[config.mk]
export PLATFORM = sky130hd
export DESIGN_NAME = nios_fprint_rd_timer
export DESIGN_NICKNAME = d
export VERILOG_FILES = /design/src/rtl/nios_fprint_rd_timer.sv
export SDC_FILE = /design/constraint.sdc
export NUM_CORES = 1
export LEC_CHECK = 0
export CORE_AREA = 2 2 39 41
export CTS_CLUSTER_SIZE = 30
export DETAILED_ROUTE_END_ITERATION = 8
export DIE_AREA = 0 0 41 43
export PLACE_DENSITY = 0.65
export SKIP_LAST_GASP = 1
export SLEW_MARGIN = 20
export SYNTH_ARGS = -nofsm -noshare
export SYNTH_HDL_FRONTEND = slang
export SYNTH_SLANG_ARGS = --single-unit
[constraint.sdc]
create_clock -name clk_i -period 2.2 [get_ports clk_i]
set_input_delay 0.44 -clock clk_i [delete_from_list [all_inputs] [get_ports clk_i]]
set_output_delay 0.44 -clock clk_i [all_outputs]
set_load 0.005 [all_outputs]
[src/rtl/nios_fprint_rd_timer.sv]
// Down-counter shared between read-latency and waitrequest-timeout tracking.
// Load wins over enable; the count saturates at zero and zero_o flags expiry.
module nios_fprint_rd_timer #(
   parameter int unsigned W = 8
) (
   input  logic         clk_i,
   input  logic         rst_i,
   input  logic         load_i,
   input  logic [W-1:0] load_val_i,
   input  logic         en_i,
   output logic         zero_o
);

   logic [W-1:0] cnt_q;
   logic [W-1:0] cnt_d;

   always_comb begin
      cnt_d = cnt_q;
      if (load_i) begin
         cnt_d = load_val_i;
      end else if (en_i && (cnt_q != '0)) begin
         cnt_d = cnt_q - W'(1);
      end
   end

   always_ff @(posedge clk_i) begin
      if (rst_i) begin
         cnt_q <= '0;
      end else begin
         cnt_q <= cnt_d;
      end
   end

   assign zero_o = (cnt_q == '0);

endmodule

==> results of run 1 <==
[worst register-to-register path, delay by kind of cell (launching register included)]
kind | cells | cell delay, ns
buf+inv | 1 | 0.20
xor+xnor | 1 | 0.07
compound gates | 2 | 0.59
flops | 1 | 0.35
simple gates | 1 | 0.59
[layout by cell type, fill, tap and decap left out, types with 2 or more instances in the layout]
cell type	synthesis	routed
o21ai_0	3	3
buf_4	0	4
inv_1	4	4
nand2_1	2	2
a311oi_1	2	2
a21oi_1	5	5
or4_1	2	2
or4_2	2	2
nor3b_1	3	3
dfxtp_1	8	8
ha_1	2	2
or3_2	2	2
clkbuf_4	0	3
xnor2_1	3	3
nor2_1	6	6
clkdlybuf4s50_1	0	11
[per-layer routing]
metal | GRT usage [%] | vias to the layer above | wire length [um]
met5 | 0 | - | 0
met4 | 8.00 | 0 | 21
met1 | 19.9 | 229 | 497
li1 | - | 260 | -
met3 | 4.71 | 4 | 38
met2 | 22.2 | 10 | 506
[path summary, 6_finish.rpt]
path / end / slack (ns) / cells after the start
min: cnt_q[5]$_SDFFE_PP0P_ / 0.50 / 2
min reg2reg: cnt_q[5]$_SDFFE_PP0P_ / 0.50 / 2
max reg2reg: cnt_q[0]$_SDFFE_PP0P_ / 0.32 / 5
max: zero_o / 0.14 / 3
[repair_timing]
action | CTS | global route
setup endpoints to repair | 1 | 0
hold buffers | 0 | 0
resized for setup | 1 | 0
hold endpoints to repair | 0 | 0
[area by class of cell]
class / instances / area [um2]
Fill cell: 136 / 684
Multi-Input combinational cell: 44 / 329
Sequential cell: 8 / 160
Timing Repair Buffer: 16 / 149
Clock buffer: 3 / 22.5
Tap cell: 16 / 20.0
Inverter: 5 / 18.8
[metrics by stage]
stage	power (mW)	setup slack [ns]	instances	hold WS, ns
after floorplan	0.251	0.480	59	0.479
after global placement	0.297	0.138	89	0.508
after detailed placement	0.297	0.118	89	0.496
after CTS	0.418	0.125	92	0.510
after global routing	0.440	0.0342	92	0.545
final	0.410	0.136	92	0.505
[where the power goes]
group,switching [mW],total (mW),internal [mW]
Clock,0.0552,0.118,0.0628
Combinational,0.0522,0.120,0.0675
Sequential,0.0141,0.172,0.158
[cell families (layout without fill, tap and decap cells)]
logic type	Yosys count	after routing	synth area share (%)
AO/OA/AOI/OAI	16	16	24.8
AND/OR/NAND/NOR	22	22	27.2
flip-flops	8	8	31.1
multiplexers	1	1	1.94
XOR/XNOR	3	3	5.10
adder cells (fa/ha/maj)	2	2	4.85
buffers and inverters	7	24	5.09
==> flow_summary.json, run 1 <==
{
  "grt_overflow_total": 0,
  "area_growth_pct": 35.7,
  "postSynthAreaPerCell_um2": 8.74,
  "cts.sinks": 8,
  "finalCriticalPeriod_ns": 2.06,
  "setup_viol": 0,
  "crit_chain": "or4_4 > nor4_1 > dlygate4sd2_1",
  "cpPeakStageDelay_ns": 0.59,
  "first_global_vias": 458,
  "cp-end-kind": "primary output",
  "drt_iter0_drc": 5,
  "wl_mm": 1.06,
  "track_usage_pct": 15.4,
  "cts.path.max_buffers": 2,
  "fin_area_um2": 699,
  "yosysMostFrequentCell": "dfxtp_1",
  "diodes": 0,
  "post-route-util_pct": 50.5,
  "slew_headroom_pct": 70.6,
  "top_regs": "cnt_q (8)",
  "cts_tree": "yes",
  "arrival_ns": 1.62,
  "cts_buffers": 3,
  "grt_setup_unrepaired": "no",
  "ys_seq_elements": 8,
  "peakVddDrop_v": 0.000249,
  "cp_num_buf_inv": 1,
  "yosysWarningCount": 0,
  "portBuffers": 12,
  "worstSetupPathType": "flop to primary output",
  "r2r_start": "cnt_q[2]$_SDFFE_PP0P_",
  "syn-num-nets": 73,
  "syn_inst": 59,
  "clk_latency_ns": 0.26,
  "clkTransAtPathRegs_ns": 0.06,
  "gp_congestion": 0.701,
  "die-area_um2": 1760,
  "ys_seq_area_share_pct": 31.1,
  "grt_pass1_wl_mm": 1.87,
  "outcome": "finished clean",
  "firstDrtPassIters": 4,
  "critPathLaunch": "cnt_q[2]$_SDFFE_PP0P_",
  "hold_class": "flop to flop",
  "ant_nets": 0,
  "die_h_um": 43,
  "yosysTopAreaCell": "dfxtp_1",
  "io_pins": 13,
  "yosys-top-cells-area": "dfxtp_1, o41ai_4, xnor2_1, a21oi_1, ha_1",
  "cap_violations": 0,
  "path_max_fanout": 6,
  "drcViolationCount": 0,
  "wl_per_cell_um": 11.6,
  "final-max-slew-violation-count": 0,
  "grt_max_degree": 10,
  "num_rows": 14,
  "synthFlopType": "dfxtp_1",
  "post_cts.repair.setup_buffers": 0,
  "placed_cell_area_um2": 678,
  "async_flop_share_pct": 0,
  "finalHoldViolCount": 0,
  "hold_start": "cnt_q[5]$_SDFFE_PP0P_",
  "critPathRequiredTime_ns": 1.76,
  "yosys.area.top_type_share_pct": 31.1,
  "drive_above_1_share_pct": 19.7,
  "cp_slowest_cell": "or4_4",
  "crit_family": "simple AND/OR/NAND/NOR gates",
  "synth_common_cells": "dfxtp_1, nor2_1, a21oi_1",
  "powerDensity_nw_per_um2": 586,
  "synth_edf_count": 0,
  "nNetsFinal": 92,
  "cellLeakagePower_nw": 0.258,
  "startpoint_type": "flop",
  "clock.fmax_mhz": 485,
  "antenna_found_initial": 0,
  "vias": 503,
  "dp_hpwl_um": 813,
  "initial_core_util_pct": 37.3,
  "cts_root_buffer": "clkbuf_4",
  "via_per_inst": 5.47,
  "tightest_slew_ns": 0.439,
  "largest_reg_flops": 8,
  "regMostFlops": "cnt_q",
  "fin_skew_ns": 0.00485,
  "ys_types": 28,
  "finalSetupTns_ns": 0,
  "syn_area_um2": 515,
  "die_w_um": 41,
  "placeableCoreArea_um2": 1380,
  "ctsHtreeMaxLevel": 1,
  "finalCritPeriodShare_pct": 93.8
}
(Power assumes the default switching activity.)
==> inputs of run 2 (changes only) <==
--- a/config.mk
+++ b/config.mk
@@ -9,9 +9,9 @@
 export CTS_CLUSTER_SIZE = 30
 export DETAILED_ROUTE_END_ITERATION = 8
 export DIE_AREA = 0 0 41 43
+export HOLD_SLACK_MARGIN = 0.08
 export PLACE_DENSITY = 0.65
 export SKIP_LAST_GASP = 1
-export SLEW_MARGIN = 20
 export SYNTH_ARGS = -nofsm -noshare
 export SYNTH_HDL_FRONTEND = slang
 export SYNTH_SLANG_ARGS = --single-unit
==> results of run 2 <==
The final DEF is identical to that of run 1; final timing and power are the same.
